$ cat config.mk
export PLATFORM = sky130hd
export DESIGN_NAME = seq_detect_param
export DESIGN_NICKNAME = d
export VERILOG_FILES = /design/src/rtl/seq_detect_pkg.sv /design/src/rtl/seq_hist_shreg.sv /design/src/rtl/seq_detect_param.sv
export SDC_FILE = /design/constraint.sdc
export NUM_CORES = 1
export LEC_CHECK = 0
export CAP_MARGIN = 15
export CORE_ASPECT_RATIO = 0.75
export CORE_MARGIN = 8
export CORE_UTILIZATION = 25
export DETAILED_ROUTE_END_ITERATION = 10
export HOLD_SLACK_MARGIN = 0.08
export MAX_ROUTING_LAYER = met4
export SYNTH_ARGS = -nofsm -noshare
export SYNTH_HDL_FRONTEND = slang
export SYNTH_HIERARCHICAL = 1
export SYNTH_SLANG_ARGS = --single-unit
$ cat constraint.sdc
create_clock -name clk -period 6.95 [get_ports clk]
set_clock_uncertainty 0.1 [all_clocks]
set_input_delay 1.39 -clock clk [delete_from_list [all_inputs] [get_ports clk]]
set_output_delay 1.39 -clock clk [all_outputs]
set_load 0.03 [all_outputs]
$ cat src/rtl/seq_detect_pkg.sv
// Shared defaults, the pattern-length width helper and the character type
// for the parametrised sequence detector.
package seq_detect_pkg;

    localparam int unsigned DEF_DATA_W  = 8;
    localparam int unsigned DEF_MAX_LEN = 8;
    localparam int unsigned DEF_CNT_W   = 16;

    typedef logic [DEF_DATA_W-1:0] char_t;

    // Width able to hold every length 0..max_len inclusive.
    function automatic int unsigned len_w(input int unsigned max_len);
        return $clog2(max_len + 1);
    endfunction

endpackage

$ cat src/rtl/seq_hist_shreg.sv
// Character history: MAX_LEN x DATA_W shift register, newest character at
// position 0, with shift enable and synchronous clear.
module seq_hist_shreg
    import seq_detect_pkg::*;
#(
    parameter int unsigned DATA_W  = DEF_DATA_W,
    parameter int unsigned MAX_LEN = DEF_MAX_LEN
) (
    input  logic                      clk_i,
    input  logic                      rst_i,
    input  logic                      clr_i,
    input  logic                      shift_i,
    input  logic [DATA_W-1:0]         din_i,
    output logic [MAX_LEN*DATA_W-1:0] window_o
);

    logic [MAX_LEN*DATA_W-1:0] hist_q;
    logic [MAX_LEN*DATA_W-1:0] hist_d;

    always_comb begin
        hist_d = hist_q;
        if (clr_i) begin
            hist_d = '0;
        end else if (shift_i) begin
            hist_d = {hist_q[(MAX_LEN-1)*DATA_W-1:0], din_i};
        end
    end

    always_ff @(posedge clk_i or posedge rst_i) begin
        if (rst_i) begin
            hist_q <= '0;
        end else begin
            hist_q <= hist_d;
        end
    end

    // Window as it stands after this edge, so a shifting beat is already at position 0.
    assign window_o = hist_d;

endmodule

$ cat src/rtl/seq_detect_param.sv
// Runtime-programmable sequence detector (1..MAX_LEN characters) on a
// valid-qualified stream, with overlap control and a saturating match counter.
module seq_detect_param
    import seq_detect_pkg::*;
#(
    parameter int unsigned DATA_W  = DEF_DATA_W,
    parameter int unsigned MAX_LEN = DEF_MAX_LEN,
    parameter int unsigned CNT_W   = DEF_CNT_W
) (
    input  logic                      clk,
    input  logic                      rst,
    input  logic                      valid,
    input  logic [DATA_W-1:0]         data_in,
    input  logic                      cfg_load,
    input  logic [MAX_LEN*DATA_W-1:0] cfg_pattern,
    input  logic [len_w(MAX_LEN)-1:0] cfg_len,
    input  logic                      cfg_overlap,
    input  logic                      count_clr,
    output logic                      seq_dec,
    output logic [CNT_W-1:0]          match_count,
    output logic                      count_sat,
    output logic                      cfg_err
);

    localparam int unsigned LEN_W = len_w(MAX_LEN);

    logic [MAX_LEN*DATA_W-1:0] pat_q, pat_d;
    logic [LEN_W-1:0]          len_q, len_d;
    logic                      ovl_q, ovl_d;
    logic                      err_q, err_d;
    logic [LEN_W-1:0]          fill_q, fill_d;
    logic                      dec_q, dec_d;
    logic [CNT_W-1:0]          cnt_q, cnt_d;
    logic                      sat_q, sat_d;

    logic                      beat;
    logic [MAX_LEN*DATA_W-1:0] win;
    logic [MAX_LEN:1]          hit_by_len;
    logic [(1<<LEN_W)-1:0]     len_hit;
    logic [LEN_W:0]            fill_inc;
    logic                      match;

    // A load in the same cycle as a beat discards the beat.
    assign beat = valid & ~cfg_load;

    seq_hist_shreg #(
        .DATA_W  (DATA_W),
        .MAX_LEN (MAX_LEN)
    ) u_hist (
        .clk_i    (clk),
        .rst_i    (rst),
        .clr_i    (cfg_load),
        .shift_i  (beat),
        .din_i    (data_in),
        .window_o (win)
    );

    // One comparator bank per candidate length; the shadow length picks one.
    for (genvar l = 1; l <= MAX_LEN; l++) begin : g_len
        logic [MAX_LEN-1:0] eq;
        for (genvar k = 0; k < MAX_LEN; k++) begin : g_chr
            if (k < l) begin : g_cmp
                assign eq[k] = (win[(l-1-k)*DATA_W +: DATA_W] == pat_q[k*DATA_W +: DATA_W]);
            end else begin : g_pad
                assign eq[k] = 1'b1;
            end
        end
        assign hit_by_len[l] = &eq;
    end

    always_comb begin
        len_hit = '0;
        len_hit[MAX_LEN:1] = hit_by_len;
    end

    assign fill_inc = {1'b0, fill_q} + (LEN_W+1)'(1);
    assign match    = beat & ~err_q & (fill_inc >= {1'b0, len_q}) & len_hit[len_q];

    always_comb begin
        pat_d  = pat_q;
        len_d  = len_q;
        ovl_d  = ovl_q;
        err_d  = err_q;
        fill_d = fill_q;
        dec_d  = match;
        cnt_d  = cnt_q;
        if (cfg_load) begin
            pat_d  = cfg_pattern;
            len_d  = cfg_len;
            ovl_d  = cfg_overlap;
            err_d  = (cfg_len == '0) || (cfg_len > LEN_W'(MAX_LEN));
            fill_d = '0;
        end else if (beat) begin
            if (match && !ovl_q) begin
                fill_d = '0;
            end else if (fill_q != LEN_W'(MAX_LEN)) begin
                fill_d = fill_q + LEN_W'(1);
            end
        end
        if (count_clr) begin
            cnt_d = CNT_W'(match);
        end else if (match && (cnt_q != '1)) begin
            cnt_d = cnt_q + CNT_W'(1);
        end
        sat_d = (count_clr ? 1'b0 : sat_q) | (cnt_d == '1);
    end

    always_ff @(posedge clk or posedge rst) begin
        if (rst) begin
            pat_q  <= '0;
            len_q  <= '0;
            ovl_q  <= 1'b0;
            err_q  <= 1'b0;
            fill_q <= '0;
            dec_q  <= 1'b0;
            cnt_q  <= '0;
            sat_q  <= 1'b0;
        end else begin
            pat_q  <= pat_d;
            len_q  <= len_d;
            ovl_q  <= ovl_d;
            err_q  <= err_d;
            fill_q <= fill_d;
            dec_q  <= dec_d;
            cnt_q  <= cnt_d;
            sat_q  <= sat_d;
        end
    end

    assign seq_dec     = dec_q;
    assign match_count = cnt_q;
    assign count_sat   = sat_q;
    assign cfg_err     = err_q;

endmodule

---- Yosys cells after proc, flatten, opt, wreduce, memory -nomap -nowiden ----
Index checks and enable logic that the tools add are counted.
cells by class
  bitwise logic cells ..................... 7
  eq/ne operators ......................... 39
  magnitude comparators ................... 3
  reduce and logical (&&, ||, !) cells .... 15
  mux-type cells .......................... 11
  add/subtract/negate cells ............... 3
operators with widths
  operator                                                              count
  8-bit equality test                                                   36
  64-bit 2-to-1 mux                                                     2
  16-bit 2-to-1 mux                                                     2
  16-bit by 1-bit adder with 16-bit output, second input constant       1
  16-bit equality test, second input constant                           1
  4-bit 2-to-1 mux                                                      4
  16-bit inequality test, second input constant                         1
  8-bit AND reduction                                                   1
  7-bit AND reduction                                                   1
  6-bit AND reduction                                                   1
  4-bit by 1-bit adder with 5-bit output, second input constant         1
  5-bit by 4-bit >= comparator with 1-bit output                        1
  4-bit by 5-bit < comparator with 1-bit output, second input constant  1
  5-bit AND reduction                                                   1
  4-bit by 1-bit adder with 4-bit output, second input constant         1
  1-bit AND                                                             4
  1-bit binary-select mux with 4-bit select                             1
  4-bit greater-than comparator, second input constant                  1
  4-bit logical NOT                                                     1
  4-bit inequality test, second input constant                          1
  2-bit AND reduction                                                   2
  4-bit AND reduction                                                   1
  3-bit AND reduction                                                   1
  3-bit nonzero test                                                    1
  other kinds (7)                                                       10
storage, ports and cells
  output and inout bits ................... 19
  input port bits ......................... 82
  logic and storage cells ................. 87
  flip-flop bits (word level) ............. 156

---- Depth between registers and ports, before layout ----
  word-level depth ........................ 14
  depth in mapped cells ................... 19

---- Cells and area by module ----
The synthesis kept the hierarchy.
modules (own cells, without submodules)
  module            sequential area each (um^2)  area each (um^2)  instances  cells each
  seq_detect_param  2302.2                       7621.1            1          803
  seq_hist_shreg    1601.5                       2621.3            1          207

---- Least setup slack after synthesis ----
Ideal clock, no wire load.
  kind .................................... input -> register
  start ................................... input cfg_load
  end ..................................... register sat_q (netlist: count_sat)
  setup slack ............................. 1556 ps
  required time ........................... 6755 ps
  arrival time ............................ 5199 ps
  path buffers ............................ 5
  stages .................................. 18
  cells stage by stage .................... clkbuf_1 nor2b_1 buf_6 buf_8 mux2i_1 nor2_1 clkbuf_1 xnor2_1 nand4_1 or3_1 nor4_1 a211oi_1 or4_4 buf_6 or4_4 a221oi_1 nand4_1 o32ai_2
between the ends
  word-level cells in the longest chain between the ends .. 14
RTL lines
  element                                        RTL line                 source
  from (decl)                                    seq_detect_param.sv:14   input logic cfg_load,
  1-bit inverter (*)                             seq_detect_param.sv:44   assign beat = valid & ~cfg_load;
  1-bit AND (*)                                  seq_detect_param.sv:44
  named net beat                                 seq_detect_param.sv:36   logic beat;
  64-bit 2-to-1 mux (*)                          seq_hist_shreg.sv:24     end else if (shift_i) begin
  64-bit 2-to-1 mux (*)                          seq_hist_shreg.sv:22     if (clr_i) begin
  named net win[15]                              seq_detect_param.sv:37   logic [MAX_LEN*DATA_W-1:0] win;
  8-bit equality test                            seq_detect_param.sv:63   assign eq[k] = (win[(l-1-k)*DATA_W +: DATA_W] == pat_q[k*DATA_W +: DATA_W]);
  8-bit AND reduction (tied with other cells)    seq_detect_param.sv:68   assign hit_by_len[l] = &eq;
  1-bit binary-select mux with 4-bit select (*)  seq_detect_param.sv:77   assign match = beat & ~err_q & (fill_inc >= {1'b0, len_q}) & len_hit[len_q];
  1-bit 2-to-1 mux (not written as such) (*)     seq_detect_param.sv:77
  1-bit AND (*)                                  seq_detect_param.sv:77
  1-bit logical AND                              seq_detect_param.sv:102  end else if (match && (cnt_q != '1)) begin
  16-bit 2-to-1 mux                              seq_detect_param.sv:102
  16-bit 2-to-1 mux (*)                          seq_detect_param.sv:100  if (count_clr) begin
  16-bit equality test (*)                       seq_detect_param.sv:105  sat_d = (count_clr ? 1'b0 : sat_q) | (cnt_d == '1);
  1-bit OR (*)                                   seq_detect_param.sv:105
  named net sat_d                                seq_detect_param.sv:34   logic sat_q, sat_d;
  to (signal assigned)                           seq_detect_param.sv:126  sat_q <= sat_d;
  to (decl)                                      seq_detect_param.sv:34
The timed path passes the listed nets; every way through them passes the cells marked *. The select of a mux whose other input is x is not followed.
A chain may end at the register's enable or synchronous reset.

---- Worst setup path in the final report ----
  start ................................... input valid
  end ..................................... register sat_q (netlist: count_sat)
between the ends
  word-level cells in the longest chain between the ends .. 13
RTL lines
  element                                        RTL line                 source
  from (decl)                                    seq_detect_param.sv:12   input logic valid,
  1-bit AND (*)                                  seq_detect_param.sv:44
  named net beat                                 seq_detect_param.sv:36
  64-bit 2-to-1 mux (*)                          seq_hist_shreg.sv:24
  64-bit 2-to-1 mux (*)                          seq_hist_shreg.sv:22
  named net win[7]                               seq_detect_param.sv:37
  8-bit equality test                            seq_detect_param.sv:63
  8-bit AND reduction (tied with other cells)    seq_detect_param.sv:68
  1-bit binary-select mux with 4-bit select (*)  seq_detect_param.sv:77
  1-bit 2-to-1 mux (not written as such) (*)     seq_detect_param.sv:77
  1-bit AND (*)                                  seq_detect_param.sv:77
  1-bit logical AND (*)                          seq_detect_param.sv:102
  16-bit 2-to-1 mux (*)                          seq_detect_param.sv:102
  16-bit 2-to-1 mux (*)                          seq_detect_param.sv:100
  named net cnt_d[15]                            seq_detect_param.sv:33   logic [CNT_W-1:0] cnt_q, cnt_d;
  16-bit equality test (*)                       seq_detect_param.sv:105
  1-bit OR (*)                                   seq_detect_param.sv:105
  named net sat_d                                seq_detect_param.sv:34
Marked as above.

==> flow_summary.json <==
{
  "outcome": "completed",
  "period_share": 0.978,
  "p_per_area_mw_per_mm2": 198,
  "p_leak_nw": 5.34,
  "netSwitchingPower_uw": 739,
  "die_h_um": 191,
  "clk_latency_ns": 0.45,
  "tightest_slew_ns": 1.14,
  "layout.nets": 1199,
  "ir_worst_vdd_v": 0.000169,
  "hpwl_um": 30700,
  "routedWlPerCell_um": 23.8,
  "p_clk_frac": 0.402,
  "min_from": "ovl_q",
  "yosys.area.top_type": "dfrtp_1",
  "grt_start_max_net_pins": 65,
  "grt-ovfl-total": 0,
  "start_kind": "input pin",
  "reg2reg_from": "u_hist/hist_q[6]",
  "fin_total_pwr_mw": 2.50,
  "dp.cells": 1619,
  "placed_cell_area_mm2": 0.0120,
  "synth_area_leaders": "dfrtp_1 (38%), xor2_1 (18%), xnor2_1 (7.4%)",
  "cts.sinks": 156,
  "crit_required_ns": 7.19,
  "setup.worst_path.start": "valid",
  "synth-edff-count": 0,
  "drt_iter0_markers": 809,
  "yosys_most_used_dff": "dfrtp_1",
  "hp-class": "register to register",
  "routabilityCongestion": 1.09,
  "yosys_warnings": 6,
  "finalHoldViolCount": 0,
  "ant_nets": 0,
  "fin_area_mm2": 0.0126,
  "fin_tns_setup_ns": 0,
  "dr.pass1.iters": 5,
  "synth_async_sr_flop_share": 1.00,
  "final_cell_count_no_fill": 1651,
  "max_freq_mhz": 147,
  "grt_use_met3": 0.0448,
  "p_sw_frac": 0.296,
  "slew_headroom": 0.236,
  "num_vias": 8185,
  "port_buffers": 100,
  "drv_cap": 0,
  "synth.top_cell.area_share": 0.381,
  "die_x_um": 250,
  "clk_pin_slew_ns": 0.06,
  "busiest_layer": "met2",
  "synth_cell_types": 54,
  "end_kind": "register",
  "viasPerCell": 4.96,
  "cts.repair.resized": 0,
  "critPathKind": "input pin to register",
  "cts_buffers": 17,
  "synthCells": 1010,
  "synthToLayoutAreaGrowth_pct": 23.1,
  "path_max_fanout": 10,
  "drv_slew": 0,
  "clockRootBuffer": "clkbuf_16",
  "nFillCells": 4152,
  "drive_above_1_share": 0.166,
  "placement_rows": 64,
  "synth_seq_area_share": 0.381,
  "grtUsageMet1": 0.225,
  "syn_area_per_cell_um2": 10.1,
  "clk_path_buf_depth": 2,
  "grt.total_usage": 0.168,
  "p_seq_frac": 0.439,
  "initial_core_util": 0.252,
  "fin_crit_ns": 6.79,
  "n_antenna_cell": 0,
  "power_frac_comb": 0.159,
  "grt_antenna_before_repair": 0,
  "internal_power_mw": 1.76,
  "ys_ff_latch": 156,
  "rsz0062_at_grt": "no",
  "cts.htree.levels": 4,
  "dieArea_mm2": 0.0478,
  "arrival_ns": 7.03,
  "post-route-util": 0.311,
  "postCtsSetupBuffers": 0,
  "holdBufCountCts": 0,
  "tritoncts": "yes",
  "io_pins": 101,
  "grt_pass1_vias": 8430,
  "met2_usage": 0.243,
  "route.detailed.drc": 0,
  "wl_um": 39300,
  "setup_violations": 0,
  "syn_area_mm2": 0.0102,
  "fp.coreArea_mm2": 0.0406,
  "synth_nets": 1099,
  "grt_pass1_wl_um": 57700
}
state kept, by name, indices dropped and copies added, names as in the netlist:
| name | cells |
|---|---|
| fill_q | 4 |
| len_q | 4 |
| u_hist/hist_q | 64 |
| match_count | 16 |
| pat_q | 64 |
| count_sat | 1 |
| seq_dec | 1 |
| ovl_q | 1 |
| cfg_err | 1 |
path summary, 6_finish.rpt:
check	to	cells after the start	slack, ns
worst max register to register	count_sat	13	1.87
min in group asynchronous	pat_q[50]	2	1.31
max in group asynchronous	pat_q[31]	3	4.34
worst min-delay path	ovl_q	1	0.42
worst min register to register	ovl_q	1	0.42
worst max-delay path	count_sat	16	0.16
critical path: stages:
cell and delay [ns]:
clkdlybuf4s50_1 0.54, nor2b_4 0.35, buf_4 0.27, mux2i_1 0.10, nor2_1 0.62, xor2_1 0.19
nor4_1 0.73, nand4_1 0.16, nor4_1 0.42, a31oi_1 0.21, or4_4 0.66, buf_4 0.19
or4_1 0.47, a21oi_1 0.26, nand4_1 0.17, o32ai_2 0.27
cell usage after synthesis (all sizes together), types with 3 or more instances:
cell and instances:
xor2 205, dfrtp 156, xnor2 87, nor2 81
mux2 66, mux2i 64, clkbuf 57, nor4 52
buf 43, nand4 30, nand2 23, a21oi 19
nand3 17, nor3 15, inv 12, o21ai 12
or4 11, ha 7, o31ai 7, and3 6
nor2b 5, a22oi 3
metrics by stage:
stage	hold slack, ns	setup WS [ns]
finish	0.420	0.156
global placement	0.415	-0.215
CTS	0.421	0.305
detailed placement	0.406	-0.0850
floorplan	0.381	1.56
global route	0.442	0.00212
power groups by stage:
stage,Sequential (mW),Clock [mW],Combinational (mW)
floorplan,0.993,0,0.329
global placement,1.11,0,0.396
detailed placement,1.11,0,0.393
CTS,1.09,1.03,0.396
global route,1.10,1.06,0.430
finish,1.10,1.01,0.397
kinds of logic after synthesis:
kind of cell,count (synthesis),synth area share
simple gates,251,0.128
flops,156,0.381
mux,130,0.135
xor+xnor,292,0.250
fa+ha+maj,7,0.00855
buf+inv,113,0.0578
compound gates,61,0.0396
cells in the final DEF (no fill, tap or decap), drive strengths merged, types with 11 or more instances in the layout:
master,Yosys,routed
nor3,15,15
inv,12,14
buf,43,82
o21ai,12,12
nand2,23,23
xor2,205,205
mux2i,64,64
nand3,17,17
xnor2,87,87
nand4,30,30
or4,11,11
a21oi,19,19
mux2,66,66
clkdlybuf4s50,0,99
clkbuf,57,22
nor2,81,81
nor4,52,52
dfrtp,156,156
cell type report:
type	count	area (um2)	area share
Clock buffer	22	444	0.0352
Clock inverter	10	164	0.0130
Inverter	13	51.3	0.00407
Multi-Input combinational cell	741	5750	0.456
Sequential cell	156	3900	0.310
Tap cell	528	661	0.0524
Timing Repair Buffer	181	1630	0.129
layer usage:
metal | wire length [um] | vias up
li1 | - | 3648
met4 | 1300 | 0
met5 | 0 | -
met1 | 18000 | 4098
met2 | 16800 | 360
met3 | 3190 | 79
Note: power is estimated with default switching activity, not from simulation.
==> edit, RTL diff (same settings) <==
`DEF_MAX_LEN`: 8 -> 16.
--- a/src/rtl/seq_detect_pkg.sv
+++ b/src/rtl/seq_detect_pkg.sv
@@ -4,5 +4,5 @@
 
     localparam int unsigned DEF_DATA_W  = 8;
-    localparam int unsigned DEF_MAX_LEN = 8;
+    localparam int unsigned DEF_MAX_LEN = 16;
     localparam int unsigned DEF_CNT_W   = 16;
 
Interface: changed (resized cfg_len and cfg_pattern); port bits go from 101 to 166. No check against the original RTL was run, so the function may have changed too.
==> edit against the original RTL <==
Fmax decreased by 0.47%; synthesized area up 150%; sequential cell count increased by 130; combinational power rose to 4.1 times the old value; design area rose to 2.6 times the old value; total power increased by 150%; register-to-register slack got worse by 150 ps; worst setup slack got worse by 32 ps; routed wire length rose to 5.1 times the old value; first-iteration DRC count increased to 5.4 times the old value; critical path type unchanged; largest cell class unchanged; highest routed layer unchanged.
==> edit: results <==
timing:
  slew-limit-headroom: 0.0733
  fin_hold_ws_ps: 410
  min_period_over_period: 0.982
clock_tree:
  htree_levels: 2
  clk_latency_ps: 620
  cts_root_buf: "clkbuf_16"
  cts_buffers: 39
  cts_buffer_depth: 3
route:
  drt_first_iter_violations: 4395
  via_per_inst: 5.77
  drt-total-wl_mm: 200
critical_path:
  slowest_delay_ps: 910
  cp_slowest_cell: "xnor2_1"
  ff2ff_setup_slack_ps: 1720
  rr_worst_depth: 11
  r2r-start: "pat_q[35]"
  crit_arrival_ps: 7190
  crit_fanout: 18
  crit_path_end: "fill_q[2]"
layout:
  drive_gt1_frac: 0.225
  fin_nets: 3329
  instances_no_fill: 4551
global_route:
  grt_max_degree: 111
  grt_pass1_vias: 25200
  grt_pass1_wl_mm: 258
  antenna_found_initial: 17
  grt_usage: 0.354
synth:
  synth_commonest_cells: "778 x xnor2_1, 286 x dfrtp_1, 218 x nand4_1, 192 x xor2_1, 188 x clkbuf_1"
  synth_seq_area_share: 0.284
  synth_nets: 2961
  synthDistinctLibCells: 69
  synthFlopType: "dfrtp_1"
  synth.area.top_cells: "dfrtp_1 28%, xnor2_1 27%, xor2_1 6.7%, nand4_1 5.4%, mux2i_1 5.2%"
  syn-instance-count: 2806
pwr:
  power.leakage_nw: 12.3
  p_sw_frac: 0.386
  vdd_drop_max_uv: 152
placement:
  place_ws_ps: -486
  dp.cells: 4468
  portBuffers: 165
  post_dp_cell_area_sq_mm: 0.0317
  hpwl_mm: 153
min_path:
  holdCritPathClass: "register to register"
  min_to: "pat_q[63]"
  min_from: "pat_q[63]"
status:
  status: "complete, no violations"
[edit: changes by cell type in the layout (fill, tap and decap cells not counted), moves of 47 or more]
cell             change
buf_12              +73
xnor2_1            +691
mux2i_1             +66
dfrtp_1            +104
o21ai_0             +47
clkdlybuf4s50_1     +65
nand2b_1            +64
buf_4              +334
nor4_1              +54
nand2_1             +49
nand4_1            +188
inv_1               +73
[edit: cells by family (layout without fill, tap and decap cells)]
kind of cell,Yosys count,count (layout),synth area share
XOR/XNOR,971,971,0.338
AND/OR/NAND/NOR,704,704,0.152
buffers and inverters,419,817,0.0753
flip-flops,286,286,0.284
multiplexers,216,216,0.0901
AO/OA/AOI/OAI,202,202,0.0571
adder cells (fa/ha/maj),8,8,0.00397
other,0,8,0
[edit: power groups by stage]
stage / sequential [mW] / clock [mW] / combinational (mW)
6_report: 2.26 / 2.24 / 1.63
3_3_place_gp: 2.26 / 0 / 1.56
2_1_floorplan: 1.81 / 0 / 1.01
3_5_place_dp: 2.25 / 0 / 1.54
4_1_cts: 2.22 / 2.29 / 1.55
5_1_grt: 2.21 / 2.35 / 1.67
[edit: area by class of cell]
| cell class | count | area (sq um) |
|---|---|---|
| repair buffers | 658 | 6350 |
| fillers | 10600 | 67400 |
| well taps | 1339 | 1680 |
| diodes | 8 | 20.0 |
| clock inverters | 16 | 209 |
| clock buffers | 55 | 1170 |
| flip-flops and latches | 286 | 7190 |
| multi-input cells | 2101 | 16300 |
| inverters | 88 | 343 |
[edit: per-layer routing]
metal,up-vias,track usage,part of all wire
li1,10200,-,-
met4,0,0.161,0.057
met2,2189,0.443,0.37
met3,541,0.151,0.14
met5,-,-,0
met1,13300,0.481,0.43
[edit: what timing repair did]
item / CTS / global route
setup buffers: 0 / 0
resized for setup: 0 / 3
setup endpoints to repair: 0 / 2
